<file path="src/rtl/xain_audio_mix.sv">
// Xain'd Sleena two-channel audio mixer: capture, attenuate/mute, sum, optional DC block,
// saturate to 16 bits and queue in a show-ahead FIFO. Define XAIN_AUDIO_DCBLOCK_EN for the DC blocker.
module xain_audio_mix #(
   parameter int FIFO_DEPTH = 4
) (
   input  logic        CLK,
   input  logic        RSTn,
   input  logic [15:0] snd1,
   input  logic [15:0] snd2,
   input  logic        sample_stb,
   input  logic [2:0]  vol1,
   input  logic [2:0]  vol2,
   input  logic        mute,
   output logic [15:0] out_data,
   output logic        out_valid,
   input  logic        out_ready,
   output logic        ovf,
   input  logic        ovf_clr
);
   localparam int AW = $clog2(FIFO_DEPTH);
   localparam logic [AW:0] FULL_CNT = (AW+1)'(FIFO_DEPTH);

   function automatic logic signed [15:0] sat16(input logic signed [19:0] x);
      if (x > 20'sd32767)
         return 16'sh7fff;
      else if (x < -20'sd32768)
         return 16'sh8000;
      else
         return x[15:0];
   endfunction

   logic signed [17:0] snd1_p0_q, snd2_p0_q;
   logic               vld_p0_q;
   logic signed [17:0] a1_p1, a2_p1, mix_p1_d, mix_p1_q;
   logic               vld_p1_q;
   logic signed [19:0] dc_p2;
   logic signed [15:0] smp_p2;

   // S0: capture
   always_ff @(posedge CLK or negedge RSTn) begin
      if (!RSTn) begin
         vld_p0_q  <= 1'b0;
         snd1_p0_q <= '0;
         snd2_p0_q <= '0;
      end else begin
         vld_p0_q <= sample_stb;
         if (sample_stb) begin
            snd1_p0_q <= {{2{snd1[15]}}, snd1};
            snd2_p0_q <= {{2{snd2[15]}}, snd2};
         end
      end
   end

   // S1: attenuate, mute and sum
   always_comb begin
      a1_p1    = snd1_p0_q >>> vol1;
      a2_p1    = snd2_p0_q >>> vol2;
      mix_p1_d = mute ? 18'sd0 : a1_p1 + a2_p1;
   end

   always_ff @(posedge CLK or negedge RSTn) begin
      if (!RSTn) begin
         vld_p1_q <= 1'b0;
         mix_p1_q <= '0;
      end else begin
         vld_p1_q <= vld_p0_q;
         mix_p1_q <= mix_p1_d;
      end
   end

   // S2: DC stage, evaluated in the same cycle as the FIFO write to keep latency at three edges
`ifdef XAIN_AUDIO_DCBLOCK_EN
   function automatic logic signed [27:0] clamp_y(input logic signed [29:0] x);
      if (x > 30'sd134217727)
         return 28'sh7ffffff;
      else if (x < -30'sd134217727)
         return 28'sh8000001;
      else
         return x[27:0];
   endfunction

   logic signed [17:0] mix_prev_q;
   logic signed [27:0] y_q, y_d;
   logic signed [29:0] mix_x, prev_x, y_x, y_sum;

   always_comb begin
      mix_x  = {{12{mix_p1_q[17]}}, mix_p1_q};
      prev_x = {{12{mix_prev_q[17]}}, mix_prev_q};
      y_x    = {{2{y_q[27]}}, y_q};
      y_sum  = ((mix_x - prev_x) <<< 8) + y_x - (y_x >>> 8);
      y_d    = clamp_y(y_sum);
      dc_p2  = 20'(y_d >>> 8);
   end

   always_ff @(posedge CLK or negedge RSTn) begin
      if (!RSTn) begin
         mix_prev_q <= '0;
         y_q        <= '0;
      end else if (vld_p1_q) begin
         mix_prev_q <= mix_p1_q;
         y_q        <= y_d;
      end
   end
`else
   always_comb dc_p2 = {{2{mix_p1_q[17]}}, mix_p1_q};
`endif

   // S3: saturate and push into the FIFO
   always_comb smp_p2 = sat16(dc_p2);

   logic [15:0]   mem_q [FIFO_DEPTH];
   logic [AW-1:0] wr_ptr_q, rd_ptr_q;
   logic [AW:0]   cnt_q, cnt_d;
   logic          ovf_q, ovf_d;
   logic          push, pop, full, wr_en, drop;

   always_comb begin
      push  = vld_p1_q;
      pop   = (cnt_q != '0) & out_ready;
      full  = (cnt_q == FULL_CNT);
      wr_en = push & (~full | pop);
      drop  = push & full & ~pop;
      cnt_d = cnt_q;
      if (wr_en & ~pop)
         cnt_d = cnt_q + 1'b1;
      else if (pop & ~wr_en)
         cnt_d = cnt_q - 1'b1;
      ovf_d = ovf_q;
      if (drop)
         ovf_d = 1'b1;
      else if (ovf_clr)
         ovf_d = 1'b0;
   end

   always_ff @(posedge CLK or negedge RSTn) begin
      if (!RSTn) begin
         for (int i = 0; i < FIFO_DEPTH; i++)
            mem_q[i] <= '0;
         wr_ptr_q <= '0;
         rd_ptr_q <= '0;
         cnt_q    <= '0;
         ovf_q    <= 1'b0;
      end else begin
         if (wr_en) begin
            mem_q[wr_ptr_q] <= smp_p2;
            wr_ptr_q        <= wr_ptr_q + 1'b1;
         end
         if (pop)
            rd_ptr_q <= rd_ptr_q + 1'b1;
         cnt_q <= cnt_d;
         ovf_q <= ovf_d;
      end
   end

   assign out_valid = (cnt_q != '0);
   assign out_data  = out_valid ? mem_q[rd_ptr_q] : 16'h0000;
   assign ovf       = ovf_q;
endmodule

</file>
<file path="config.mk">
export PLATFORM = sky130hd
export DESIGN_NAME = xain_audio_mix
export DESIGN_NICKNAME = d
export VERILOG_FILES = /design/src/rtl/xain_audio_mix.sv
export SDC_FILE = /design/constraint.sdc
export NUM_CORES = 1
export LEC_CHECK = 0
export BUFFER_PORTS_ARGS = -buffer_cell sky130_fd_sc_hd__buf_2
export CAP_MARGIN = 20
export CELL_PAD_IN_SITES_DETAIL_PLACEMENT = 0
export CELL_PAD_IN_SITES_GLOBAL_PLACEMENT = 2
export CORE_MARGIN = 2
export CORE_UTILIZATION = 43
export CTS_BUF_LIST = sky130_fd_sc_hd__clkbuf_4 sky130_fd_sc_hd__clkbuf_8
export DETAILED_ROUTE_END_ITERATION = 8
export PLACE_DENSITY = 0.95
export SETUP_SLACK_MARGIN = 0.5
export SLEW_MARGIN = 20
export SYNTH_ARGS = -nofsm -noshare
export SYNTH_HDL_FRONTEND = slang
export SYNTH_SLANG_ARGS = --single-unit
</file>
<file path="constraint.sdc">
create_clock -name CLK -period 6.4 [get_ports CLK]
set_clock_uncertainty 0.05 [all_clocks]
set_input_delay 0 -clock CLK [delete_from_list [all_inputs] [get_ports CLK]]
set_output_delay 0 -clock CLK [all_outputs]
set_load 0.02 [all_outputs]
</file>
---- Word-level counts from Yosys, hierarchy flattened ----
Index checks and enable logic that the tools add are counted.
cells by class
  shifts and indexed selects .............. 2
  $add $sub $neg .......................... 5
  reductions and logical operators ........ 4
  $lt $le $gt $ge ......................... 5
  bitwise gates (word level) .............. 12
  muxes and demuxes ....................... 14
  equality and inequality tests ........... 1
operator list
  cell                                                           count
  two-way mux 16 bit                                             6
  bitwise mux 64 bit                                             1
  >>> shifter 16 x 3 -> 18 bit                                   2
  binary-select mux 16 bit (select 2 bit)                        1
  demux 16 bit (select 2 bit)                                    1
  adder 18 bit                                                   1
  > comparator 18 x 16 -> 1 bit (second input constant)          1
  less-than comparator 18 x 16 -> 1 bit (second input constant)  1
  two-way mux 18 bit                                             1
  bitwise AND 1 bit                                              6
  >= comparator 3 bit (second input constant)                    2
  two-way mux 3 bit                                              2
  NOT 2 -> 3 bit                                                 2
  adder 2 x 1 -> 2 bit (second input constant)                   2
  nonzero test 2 bit                                             2
  adder 3 x 1 -> 3 bit (second input constant)                   1
  equality test 3 bit (second input constant)                    1
  less-than comparator 3 x 1 -> 1 bit (second input constant)    1
  NOT 1 bit                                                      3
  nonzero test 3 bit                                             1
  subtractor 3 x 1 -> 3 bit (second input constant)              1
  two-way mux 1 bit                                              2
  logical AND 1 bit                                              1
  OR 1 bit                                                       1
storage, ports and cells
  register bits ........................... 124
  word-level logic and storage cells ...... 56

---- Logic depth before layout (Yosys ltp) ----
  depth in word-level cells ............... 8
  mapped depth ............................ 14
  depth with buffers taken out ............ 12

---- Worst setup path before layout ----
Ideal clock, no wire load.
  path type ............................... register -> register
  from .................................... reg snd1_p0_q[5]
  to ...................................... reg mix_p1_q[11]
  data required time ...................... 6.222 ns
  arrival time ............................ 2.616 ns
  cell stages (with the launch flop) ...... 12
  setup slack ............................. 3.607 ns
  cell sequence ........................... dfrtp_1 > mux2_2 > nor2_1 > a21oi_1 > a21oi_1 > inv_1 > ha_1 > a211oi_2 > o31ai_4 > o211a_1 > a311oi_2 > mux2_1
on the way
  word-level cells in the longest chain between the ends .. 3
ends and longest elaborated chain
  what                          line  source
  from (decl)                   32    logic signed [17:0] snd1_p0_q, snd2_p0_q;
  from (signal assigned)        48    snd1_p0_q <= {{2{snd1[15]}}, snd1};
  >>> shifter 16 x 3 -> 18 bit  56    a1_p1 = snd1_p0_q >>> vol1;
  adder 18 bit                  58    mix_p1_d = mute ? 18'sd0 : a1_p1 + a2_p1;
  two-way mux 18 bit            58
  named net mix_p1_d[11]        34    logic signed [17:0] a1_p1, a2_p1, mix_p1_d, mix_p1_q;
  to (signal assigned)          67    mix_p1_q <= mix_p1_d;
  to (decl)                     34
The timed path passes the listed nets, and every way through them passes these cells.
A chain may end at the register's enable or synchronous reset.

---- Final worst setup path ----
  from .................................... reg snd2_p0_q[7]
  to ...................................... reg mix_p1_q[11]
on the way
  word-level cells in the longest chain between the ends .. 3
ends and longest elaborated chain
  what                          line  source
  from (decl)                   32
  from (signal assigned)        49    snd2_p0_q <= {{2{snd2[15]}}, snd2};
  >>> shifter 16 x 3 -> 18 bit  57    a2_p1 = snd2_p0_q >>> vol2;
  adder 18 bit                  58
  two-way mux 18 bit            58
  named net mix_p1_d[11]        34
The timed path passes the listed nets, and every way through them passes these cells.

==> metrics.cfg <==
[logic_synthesis]
synth_cell_types = 57
post-synth-top-area-fraction_pct = 43.4
syn_inst = 741
yosys.area.top_type = dfrtp_1
ys_seq_area_share_pct = 43.4
synth_async_sr_flop_share_pct = 100
yosys-top-cells-area = dfrtp_1, mux2_2, nand2_1
synth_flop_cell = dfrtp_1
synth_common_cells = dfrtp_1, nand2_1, o21ai_0, nor2_1, a21oi_1
synth_edf_count = 0
ys_ff_latch = 124
netlist_area_mm2 = 0.00716
synth.most_common_cell = dfrtp_1
syn_avg_cell_area_um2 = 9.66
synth-warning-count = 0
syn_nets = 808

[routing]
firstDrtPassIters = 5
vias = 5531
via_per_inst = 5.29
drc = 0
drt_iter0_markers = 298
ant_nets = 0
routed_wl_mm = 16.2
post_drt_wl_per_cell_um = 15.5

[sta]
slew_headroom_pct = 27.3
worst_slew_pin_slew_ns = 1.09
setup_viol = 0
drv_slew = 0
rsz0062_at_grt = false
setup_ws_ns = 3.37
hold_viol_final = 0
final.period_utilization_pct = 47.3
setup_tns_ns = 0
fin_crit_ns = 3.03
timing.fmax_ghz = 0.330

[worst_setup_path]
cp-startpoint = snd2_p0_q[7]
cp-start-kind = flop
endpoint = mix_p1_q[11]
cp_max_fo = 4
r2r_slack_ns = 3.37
arrival_ns = 3.30
path_class = flop to flop
reg2reg_to = mix_p1_q[11]
ff2ff_path_depth = 11
reg2reg_from = snd2_p0_q[7]
end_kind = flop
crit_required_ns = 6.67

[run_status]
outcome = finished clean

[global_route]
grt_usage_pct = 19.3
antenna_found_initial = 0
gr-total-overflow = 0
grt_start_max_net_pins = 91
grt_pass1_vias = 5506
grt_first_pass_wirelength_mm = 27.1

[cells_and_area]
n_antenna_cell = 0
area_delta_synth_final_pct = 16.0
final_nets = 879
finalNonFillerCells = 1045
design_area_mm2 = 0.00831
drive_gt1_share_pct = 21.1

[pwr]
p_per_area_mw_per_mm2 = 387
p_leak_nw = 3.74
finalPower_mw = 3.22
vdd.ir_drop.worst_uv = 257

[cts]
cts_max_path_buffers = 2
cts.sinks = 124
insertion_delay_ns = 0.45
cts_buffers = 17
post_cts_buffers = 0
holdBufCountCts = 40
clockRootBuffer = clkbuf_8
cts_tree = yes
cts.htree.levels = 4
clk_pin_slew_ns = 0.08
cts_resized = 0

[die]
die_area_mm2 = 0.0177
io_pins = 62
dieHeight_um = 133
start_util_pct = 43.6
die_x_um = 133
coreArea_mm2 = 0.0164
num_rows = 47

[place]
numPortBuffers = 61
dpl_cell_area_mm2 = 0.00752
dp.cells = 973
dp_hpwl_mm = 11.4
pre_cts_ws_ns = 3.28
gp_congestion = 0.869

[worst_hold_path]
min_path_type = primary input to flop

[flow_run]
drv_cap = 0

per-layer routing:
layer	part of all wire (%)	global-route usage, %	vias to the layer above
li1	-	-	2722
met1	43	23.8	2658
met2	51	33.5	127
met3	3.8	4.02	24
met4	1.9	7.29	0
met5	0	0	-
critical path, stage by stage, from the launching register on:
cell and delay [ns]:
dfrtp_1 0.41, mux2_2 0.29, nor2_1 0.09, a21oi_1 0.07, a21oi_1 0.35, inv_2 0.05, ha_1 0.32, a211oi_2 0.30
o31ai_4 0.13, o211a_1 0.26, a311oi_2 0.28, mux2_1 0.34
worst min path at each step:
stage / start / cells after the start / end
2_1_floorplan: RSTn / 0 / cnt_q[0]
3_3_place_gp: RSTn / 1 / ovf
3_5_place_dp: RSTn / 1 / cnt_q[2]
4_1_cts: snd2[4] / 3 / snd2_p0_q[4]
5_1_grt: snd2[4] / 3 / snd2_p0_q[4]
6_report: snd2[4] / 3 / snd2_p0_q[4]
cells in the final DEF (no fill, tap or decap), types with 3 or more instances in the layout:
master / Yosys / layout
a211oi_1: 5 / 5
o21a_1: 3 / 3
mux2_2: 47 / 47
a21oi_1: 49 / 49
o21ai_1: 7 / 7
ha_1: 21 / 21
nor3_1: 5 / 5
inv_6: 0 / 6
xor2_1: 6 / 6
nor2b_1: 6 / 6
a21o_1: 4 / 4
nand3_1: 3 / 3
nand2b_1: 5 / 5
mux4_2: 16 / 16
nand2_1: 123 / 123
clkbuf_8: 0 / 17
clkinv_2: 0 / 5
inv_1: 13 / 13
mux2_1: 13 / 13
and2_1: 16 / 16
xnor2_1: 5 / 5
or3_1: 3 / 3
nand4_1: 5 / 5
o21ai_0: 83 / 83
dlygate4sd3_1: 0 / 39
mux2i_1: 30 / 30
nor2_1: 63 / 63
inv_2: 3 / 3
dfrtp_1: 124 / 124
buf_2: 18 / 60
metrics by stage:
stage | utilization [%] | hold WS [ns]
final | 50.6 | 0.255
after detailed placement | 45.8 | -0.0740
after floorplan | - | -0.346
after global placement | 45.8 | -0.0869
after CTS | 50.6 | 0.227
after global routing | 50.6 | 0.239
logic make-up (layout without fill, tap and decap cells):
logic type,after synthesis,after routing,share of synthesized area [%]
xor+xnor,11,11,1.35
simple gates,238,238,14.3
mux,106,106,18.7
flops,124,124,43.4
buf+inv,67,151,4.09
compound gates,172,172,14.0
fa+ha+maj,23,23,4.23
where the power goes:
part	switching, mW	total, mW	internal (mW)
combinational	0.747	1.34	0.589
clock	0.342	0.655	0.313
sequential	0.188	1.23	1.04
total	1.28	3.22	1.94
cell type report:
class / instances / area [um^2]
repair buffers: 103 / 737
flip-flops and latches: 124 / 3100
inverters: 16 / 60.1
clock inverters: 15 / 135
clock buffers: 17 / 234
fillers: 1493 / 8100
multi-input cells: 550 / 3760
well taps: 220 / 275
state kept, by name (all words and copies together), names as in the netlist, 2 cells and up:
name and count:
cnt_q 3, mem_q 64, mix_p1_q 18, rd_ptr_q 2, snd1_p0_q 16, snd2_p0_q 16
wr_ptr_q 2
No activity file was read; power rests on OpenSTA's default activity.
